File: src/rtl/microprocessor_poller_pkg.sv
// Shared definitions for the switch poller: FSM encoding and PIO register map.
package microprocessor_poller_pkg;

  // Poll sequencer states. WAIT counts out the period, READ issues the strobe,
  // SAMPLE consumes the slave's fixed-latency read data.
  typedef enum logic [1:0] {
    WAIT   = 2'd0,
    READ   = 2'd1,
    SAMPLE = 2'd2
  } poll_state_t;

  // Data register offset of the switch PIO slave.
  localparam logic [1:0] PIO_DATA_ADDR = 2'd0;

endpackage

File: src/rtl/microprocessor_switches_debounce.sv
// Debounce stage: tracks the most recent sample value and how many consecutive
// polls it has been seen, and promotes it to switches_out once it is stable.
module microprocessor_switches_debounce
  import microprocessor_poller_pkg::*;
#(
  parameter int WIDTH        = 9,
  parameter int STABLE_COUNT = 4
) (
  input  logic             clk,
  input  logic             reset_n,
  input  logic             sample_en,
  input  logic [WIDTH-1:0] sample,
  output logic [WIDTH-1:0] switches_out,
  output logic             accept,
  output logic [WIDTH-1:0] rise_mask
);

  localparam int CNT_W = $clog2(STABLE_COUNT + 1);

  logic [WIDTH-1:0] candidate;
  logic [WIDTH-1:0] candidate_next;
  logic [CNT_W-1:0] cnt;
  logic [CNT_W-1:0] cnt_next;

  // Next candidate/count for this poll; acceptance looks at the updated count
  // so a value is promoted on the same edge its STABLE_COUNT-th sample lands.
  always_comb begin
    candidate_next = candidate;
    cnt_next       = cnt;
    if (sample_en) begin
      if (sample != candidate) begin
        candidate_next = sample;
        cnt_next       = CNT_W'(1);
      end else if (cnt != CNT_W'(STABLE_COUNT)) begin
        cnt_next = cnt + 1'b1;
      end
    end
    accept    = sample_en && (cnt_next == CNT_W'(STABLE_COUNT)) &&
                (candidate_next != switches_out);
    rise_mask = accept ? (candidate_next & ~switches_out) : '0;
  end

  // Debounce state registers; switches_out only moves on an accepted value.
  always_ff @(posedge clk or negedge reset_n) begin
    if (!reset_n) begin
      candidate    <= '0;
      cnt          <= '0;
      switches_out <= '0;
    end else begin
      candidate <= candidate_next;
      cnt       <= cnt_next;
      if (accept) begin
        switches_out <= candidate_next;
      end
    end
  end

endmodule

File: src/rtl/microprocessor_switches_poller.sv
// Avalon-MM master that periodically reads the switch PIO data register,
// debounces the low WIDTH bits and exposes stable/changed/capture/irq outputs.
//
// Read handshake: avm_read is a registered one-cycle strobe with no
// waitrequest; the slave returns avm_readdata exactly one cycle later, which
// the FSM consumes in SAMPLE. avm_address is tied to the data register.
module microprocessor_switches_poller
  import microprocessor_poller_pkg::*;
#(
  parameter int WIDTH        = 9,
  parameter int POLL_PERIOD  = 50000,
  parameter int STABLE_COUNT = 4
) (
  input  logic             clk,
  input  logic             reset_n,
  output logic [1:0]       avm_address,
  output logic             avm_read,
  input  logic [31:0]      avm_readdata,
  input  logic [WIDTH-1:0] clear_capture,
  output logic [WIDTH-1:0] switches_out,
  output logic             changed,
  output logic [WIDTH-1:0] rise_capture,
  output logic             irq,
  output logic [1:0]       debug_state
);

  localparam int PCNT_W = $clog2(POLL_PERIOD);

  poll_state_t       state;
  poll_state_t       state_next;
  logic [PCNT_W-1:0] period_cnt;
  logic              accept;
  logic [WIDTH-1:0]  rise_mask;
  logic              unused_readdata;

  assign avm_address     = PIO_DATA_ADDR;
  assign irq             = |rise_capture;
  assign debug_state     = state;
  assign unused_readdata = ^avm_readdata[31:WIDTH];

  // Sequencer: WAIT spans POLL_PERIOD-2 cycles so strobes are POLL_PERIOD apart.
  always_comb begin
    state_next = state;
    unique case (state)
      WAIT:    if (period_cnt == PCNT_W'(POLL_PERIOD - 3)) state_next = READ;
      READ:    state_next = SAMPLE;
      SAMPLE:  state_next = WAIT;
      default: state_next = WAIT;
    endcase
  end

  // State, period counter and registered read strobe.
  always_ff @(posedge clk or negedge reset_n) begin
    if (!reset_n) begin
      state      <= WAIT;
      period_cnt <= '0;
      avm_read   <= 1'b0;
    end else begin
      state    <= state_next;
      avm_read <= (state_next == READ);
      if (state == SAMPLE) begin
        period_cnt <= '0;
      end else if (state == WAIT) begin
        period_cnt <= period_cnt + 1'b1;
      end
    end
  end

  microprocessor_switches_debounce #(
    .WIDTH        (WIDTH),
    .STABLE_COUNT (STABLE_COUNT)
  ) u_debounce (
    .clk          (clk),
    .reset_n      (reset_n),
    .sample_en    (state == SAMPLE),
    .sample       (avm_readdata[WIDTH-1:0]),
    .switches_out (switches_out),
    .accept       (accept),
    .rise_mask    (rise_mask)
  );

  // Change pulse and sticky rise capture; a new rise beats a same-cycle clear.
  always_ff @(posedge clk or negedge reset_n) begin
    if (!reset_n) begin
      changed      <= 1'b0;
      rise_capture <= '0;
    end else begin
      changed      <= accept;
      rise_capture <= (rise_capture & ~clear_capture) | rise_mask;
    end
  end

endmodule

File: config.mk
export PLATFORM = sky130hd
export DESIGN_NAME = microprocessor_switches_poller
export DESIGN_NICKNAME = d
export VERILOG_FILES = /design/src/rtl/microprocessor_poller_pkg.sv /design/src/rtl/microprocessor_switches_debounce.sv /design/src/rtl/microprocessor_switches_poller.sv
export SDC_FILE = /design/constraint.sdc
export NUM_CORES = 1
export LEC_CHECK = 0
export CORE_UTILIZATION = 52
export DETAILED_ROUTE_END_ITERATION = 8
export MAX_ROUTING_LAYER = met4
export PLACE_DENSITY_LB_ADDON = 0.12
export RECOVER_POWER = 50
export REMOVE_ABC_BUFFERS = 1
export SKIP_CTS_REPAIR_TIMING = 1
export SLEW_MARGIN = 20
export SYNTH_ARGS = -nofsm -noshare
export SYNTH_HDL_FRONTEND = slang
export SYNTH_HIERARCHICAL = 1
export SYNTH_SLANG_ARGS = --single-unit
export TNS_END_PERCENT = 1
File: constraint.sdc
create_clock -name clk -period 4.5 [get_ports clk]
set_input_delay 1.35 -clock clk [delete_from_list [all_inputs] [get_ports clk]]
set_output_delay 1.35 -clock clk [all_outputs]
set_load 0.05 [all_outputs]
Yosys cells after proc, flatten, opt, wreduce, memory -nomap -nowiden

Cells that the tools add are included.

Add/sub/neg operators: 2
Equal/unequal tests: 8
Muxes and demuxes: 10
Bitwise operators: 5
Reductions and logical operators: 5

Operator list:

| operator                | count |
|---|---|
| $mux W16                | 2 |
| $mux W9                 | 3 |
| $and A9 B9 Y9           | 2 |
| $ne A9 B9 Y1            | 2 |
| $not A9 Y9              | 2 |
| $add A16 B1 Y16 const B | 1 |
| $eq A16 B16 Y1 const B  | 1 |
| $mux W3                 | 3 |
| $or A9 B9 Y9            | 1 |
| $reduce_or A9 Y1        | 1 |
| $eq A2 B1 Y1 const B    | 2 |
| $pmux W2 S2             | 1 |
| $add A3 B1 Y3 const B   | 1 |
| $eq A3 B3 Y1 const B    | 1 |
| $ne A3 B3 Y1 const B    | 1 |
| $eq A2 B2 Y1 const B    | 1 |
| $logic_and A1 B1 Y1     | 2 |
| $logic_not A2 Y1        | 1 |
| $mux W2                 | 1 |
| $reduce_bool A2 Y1      | 1 |

Register bits: 50
Bits of input ports: 43
Output and inout port bits: 25
Logic and storage cells: 38

Depth between registers and ports, before layout

Depth in word-level cells: 9
Gate-level depth with buffers: 13
Mapped depth without buffers: 11

Hierarchy

Netlist, hierarchy kept.

By module, submodules not included:

| module                           | times used | cells each | area an instance (um^2) | seq. area each (um^2) |
|---|---|---|---|---|
| microprocessor_switches_poller   | 1          | 135        | 1366.3                  | 725.7 |
| microprocessor_switches_debounce | 1          | 106        | 1204.9                  | 525.5 |

Worst setup path before layout

No wires, ideal clock.

Kind: in2reg
From: input port avm_readdata[3]
To: register rise_capture[0]
Library setup time: 118 ps
Arrival time: 3556 ps
Required time: 4382 ps
Path slack: 826 ps
Cell stages on the path: 13
Buffers on the path: 2
Path through: xnor2_1 -> nand4_1 -> o31ai_4 -> mux2_2 -> ha_1 -> nand4_1 -> nor3_1 -> nor3_1 -> and3_1 -> buf_6 -> buf_6 -> and2_1 -> a21o_1

Elaborated cells between the ends (all ways): 12
Those cells by class: eq/ne: 3; mux: 5; bitwise: 2; reduce/logical: 2

RTL lines:

| item                                   | RTL line                               | source |
|---|---|---|
| start, declared                        | microprocessor_switches_poller.sv:18   | `input logic [31:0] avm_readdata,` |
| $ne A9 B9 Y1                           | microprocessor_switches_debounce.sv:31 | `if (sample != candidate) begin` |
| $mux W9                                | microprocessor_switches_debounce.sv:31 |  |
| $mux W9                                | microprocessor_switches_debounce.sv:30 | `if (sample_en) begin` |
| named net u_debounce.candidate_next[5] | microprocessor_switches_debounce.sv:21 | `logic [WIDTH-1:0] candidate_next;` |
| $ne A9 B9 Y1                           | microprocessor_switches_debounce.sv:39 | `(candidate_next != switches_out);` |
| $logic_and A1 B1 Y1                    | microprocessor_switches_debounce.sv:38 | `accept = sample_en && (cnt_next == CNT_W'(STABLE_COUNT)) &&` |
| named net accept                       | microprocessor_switches_poller.sv:32   | `logic accept;` |
| $mux W9                                | microprocessor_switches_debounce.sv:40 | `rise_mask = accept ? (candidate_next & ~switches_out) : '0;` |
| named net rise_mask[0]                 | microprocessor_switches_poller.sv:33   | `logic [WIDTH-1:0] rise_mask;` |
| $or A9 B9 Y9                           | microprocessor_switches_poller.sv:89   | `rise_capture <= (rise_capture & ~clear_capture) \| rise_mask;` |
| end signal, assigned                   | microprocessor_switches_poller.sv:89   |  |
| end, declared                          | microprocessor_switches_poller.sv:22   | `output logic [WIDTH-1:0] rise_capture,` |

The timed path passes the listed nets, and every way through them passes these cells.
A chain may end at the register's enable or synchronous reset.

Final worst setup path

From: input port avm_readdata[3]
To: register u_debounce.switches_out[1]

Elaborated cells between the ends (all ways): 9
Those cells by class: eq/ne: 3; mux: 4; reduce/logical: 2

RTL lines:

| item                                   | RTL line                               | source |
|---|---|---|
| $ne A9 B9 Y1                           | microprocessor_switches_debounce.sv:31 |  |
| $mux W9                                | microprocessor_switches_debounce.sv:31 |  |
| $mux W9                                | microprocessor_switches_debounce.sv:30 |  |
| named net u_debounce.candidate_next[6] | microprocessor_switches_debounce.sv:21 |  |
| $ne A9 B9 Y1                           | microprocessor_switches_debounce.sv:39 |  |
| $logic_and A1 B1 Y1                    | microprocessor_switches_debounce.sv:38 |  |
| named net accept                       | microprocessor_switches_poller.sv:32   |  |
| end signal, assigned                   | microprocessor_switches_debounce.sv:53 | `switches_out <= candidate_next;` |
| end, declared                          | microprocessor_switches_debounce.sv:13 | `output logic [WIDTH-1:0] switches_out,` |

The timed path passes the listed nets, and every way through them passes these cells.

==> metrics.md <==
| Metric | Value |
|---|---|
| GRT Total Usage | `0.207` |
| Max_cap viols | `1` |
| Max-slew headroom | `-0.638` |
| Layout cell share with drive strength beyond 1 | `0.111` |
| Largest net degree at the start of global routing | `48` |
| Leakage | `1.45 nW` |
| Syn Area/Cell | `10.7 µm²` |
| Critical path's largest stage delay | `0.44 ns` |
| Fin crit share | `0.902` |
| Crit path capture type | `flip-flop` |
| Post-DP HPWL | `3550 µm` |
| Total gr overflow | `0` |
| IO Port Bufs | `42` |
| Peak supply drop | `0.156 mV` |
| Layout area overhead | `22.0%` |
| Status | `complete, but fails checks` |
| Area contributors post-synth | `dfrtp_1 (49%), mux2_2 (7.9%), ha_1 (6.3%)` |
| Final nets | `344` |
| Unique cell type count in the Yosys netlist | `39` |
| Remaining DRCs | `0` |
| Seq/Total Area, Yosys | `0.487` |
| F_max | `0.246 GHz` |
| Setup violation total in the final timing report | `0` |
| Measured slew at the worst slew-check pin | `2.46 ns` |
| R2R Path End | `u_debounce/switches_out[1]` |
| Cell taking the most area after synthesis | `dfrtp_1` |
| TNS Setup | `0 ns` |
| # clock sinks | `50` |
| Worst Skew | `0.00554 ns` |
| Pre-antenna DRT Iters | `4` |
| Synth top area share | `0.487` |
| Startpoint types | `primary input` |
| CP Class | `primary input to flip-flop` |
| CTS Buf Count | `5` |
| CP bufs+invs | `3` |
| Die Height | `72.3 µm` |
| Ant. Diodes | `0` |
| Reg clk slew, reported paths | `0.08 ns` |
| Die width | `72.3 µm` |
| Initial antenna violation count | `0` |
| Vias in the first global route | `1730` |
| First-pass GRT wire length | `8070 µm` |
| Longest Clk Path Bufs | `2` |
| Post-Syn Area | `0.00257 mm²` |
| Reg2reg path depth | `10` |
| Post-Synthesis Cells | `241` |
| Fin util | `0.660` |
| Failing checks | `max-capacitance violations, max-slew violations` |
| Power per Cell Area | `232 mW/mm²` |
| Met1 Use GR | `0.291` |
| Clock Latency Late Sink | `0.29 ns` |
| Delay-heaviest family, CP | `buffers and inverters` |
| Final hold violation count | `0` |
| Most common cell after layout, fill and taps aside | `dfrtp_1` |
| Drt first-iter violations | `82` |
| Setup crit end | `u_debounce/switches_out[1]` |
| Crit path DAT | `4.24 ns` |
| Required @ worst endpoint | `4.68 ns` |
| Met2 Track Usage GR | `0.312` |
| Wire length per cell | `13.7 µm` |
| FFs w/ async S/R, synth | `1.00` |
| Crit path launch | `avm_readdata[3]` |
| Fin. max-slew vios | `48` |
| Clk root buf | `clkbuf_8` |
| Worst-path fanout max | `19` |
| Boundary pin count | `68` |
| H-tree Lvls | `2` |
| Vias post-DR | `1821` |
| Post-route ant nets | `0` |
| TritonCTS clock tree | `yes` |
| Full die area | `0.00523 mm²` |
| Core footprint | `0.00475 mm²` |
| GRT Max-Usage Layer | `met2` |
| RSZ-0062 raised after global routing | `no` |
| Min-delay worst type | `flip-flop to flip-flop` |
| Min cycle time layout | `4.06 ns` |
| Flop and latch count out of synthesis | `50` |
| Predominant post-synthesis flop cell | `dfrtp_1` |
| Yosys warnings | `6` |
| Worst path depth | `13` |
| Slowest-stage cell, CP | `clkdlybuf4s50_1` |
| Cell Chain, Critical Path | `clkdlybuf4s50_1 -> xnor2_1 -> nand4_1 -> o31ai_4 -> buf_4 -> mux2_2 -> ha_1 -> nand3_1 -> nor3_1 -> nor3_1 -> and3_1 -> buf_12 -> mux2_2` |
| Initial core utilization | `0.541` |
| Vias per cell | `5.13` |
| Num rows | `25` |
| GP Congestion | `0.768` |
| Detailed Route WL | `4860 µm` |
| Critical R2R Launch | `debug_state[0]` |
| Worst R2R Setup Slack | `1.45 ns` |
| Most frequent cells in the layout | `dfrtp_1 (50), clkdlybuf4s50_1 (41), inv_1 (25)` |
| Post-synth EDFFs | `0` |
| GR Util met3 | `0.0306` |
worst min path at each step:
stage	start	end	slack, ns	cells after the start
after CTS	rise_capture[8]	rise_capture[8]	0.51	1
after floorplan	period_cnt[12]	avm_read	0.49	1
after global placement	rise_capture[6]	rise_capture[6]	0.49	1
after global routing	rise_capture[6]	rise_capture[6]	0.54	1
final	rise_capture[6]	rise_capture[6]	0.51	1
after detailed placement	rise_capture[8]	rise_capture[8]	0.49	1
layout make-up:
type                            count  area [µm²]
Inverter                           25        93.8
Timing Repair Buffer               48         468
Clock buffer                        7        76.3
Tap cell                           67        83.8
Sequential cell                    50        1250
Fill cell                         403        1620
Multi-Input combinational cell    158        1160
cell usage after synthesis (3+ instances only):
master   count
xnor2_1     16
inv_1       25
buf_6        3
nor2_1      12
a21o_1       9
nand3_1      7
nand4_1      7
mux2_2      18
o31ai_1      5
nor3_1       6
and2_1       9
ha_1        13
o21ai_0      8
dfrtp_1     50
a21oi_1      5
nand2_1     11
nor4_1       8
or3_1        3
cell families after synthesis:
family                   synth area share
XOR/XNOR                           0.0579
AND/OR/NAND/NOR                     0.163
AO/OA/AOI/OAI                      0.0822
other                             0.00146
multiplexers                       0.0832
adder cells (fa/ha/maj)            0.0633
flip-flops                          0.487
buffers and inverters              0.0623
per-layer routing:
layer	vias to the layer above	wire length [µm]
li1	911	-
met5	-	0
met1	879	2440
met4	0	51
met2	26	2230
met3	5	133
state kept, by name (all words and copies together), names as in the netlist:
name	count
u_debounce/switches_out	9
debug_state	2
period_cnt	16
rise_capture	9
changed	1
u_debounce/cnt	3
u_debounce/candidate	9
avm_read	1
report_power, final:
group | internal, W | total [W] | switching (W) | leakage, nW
clock network | 0.000107 | 0.000241 | 0.000134 | 0.0383
registers | 0.000449 | 0.000449 | 0 | 0.669
logic | 0.0000177 | 0.0000374 | 0.0000197 | 0.744
per-stage QoR:
step	cell area [µm²]	hold WS (ns)	setup WS, ns	cells	power, W
2_1_floorplan	2510	0.488	0.766	233	0.000468
3_3_place_gp	3070	0.488	0.142	348	0.000496
3_5_place_dp	3070	0.494	0.121	348	0.000497
4_1_cts	3140	0.513	0.423	355	0.000738
5_1_grt	3140	0.541	0.320	355	0.000761
6_report	3140	0.507	0.443	355	0.000728
(Power assumes the default switching activity.)
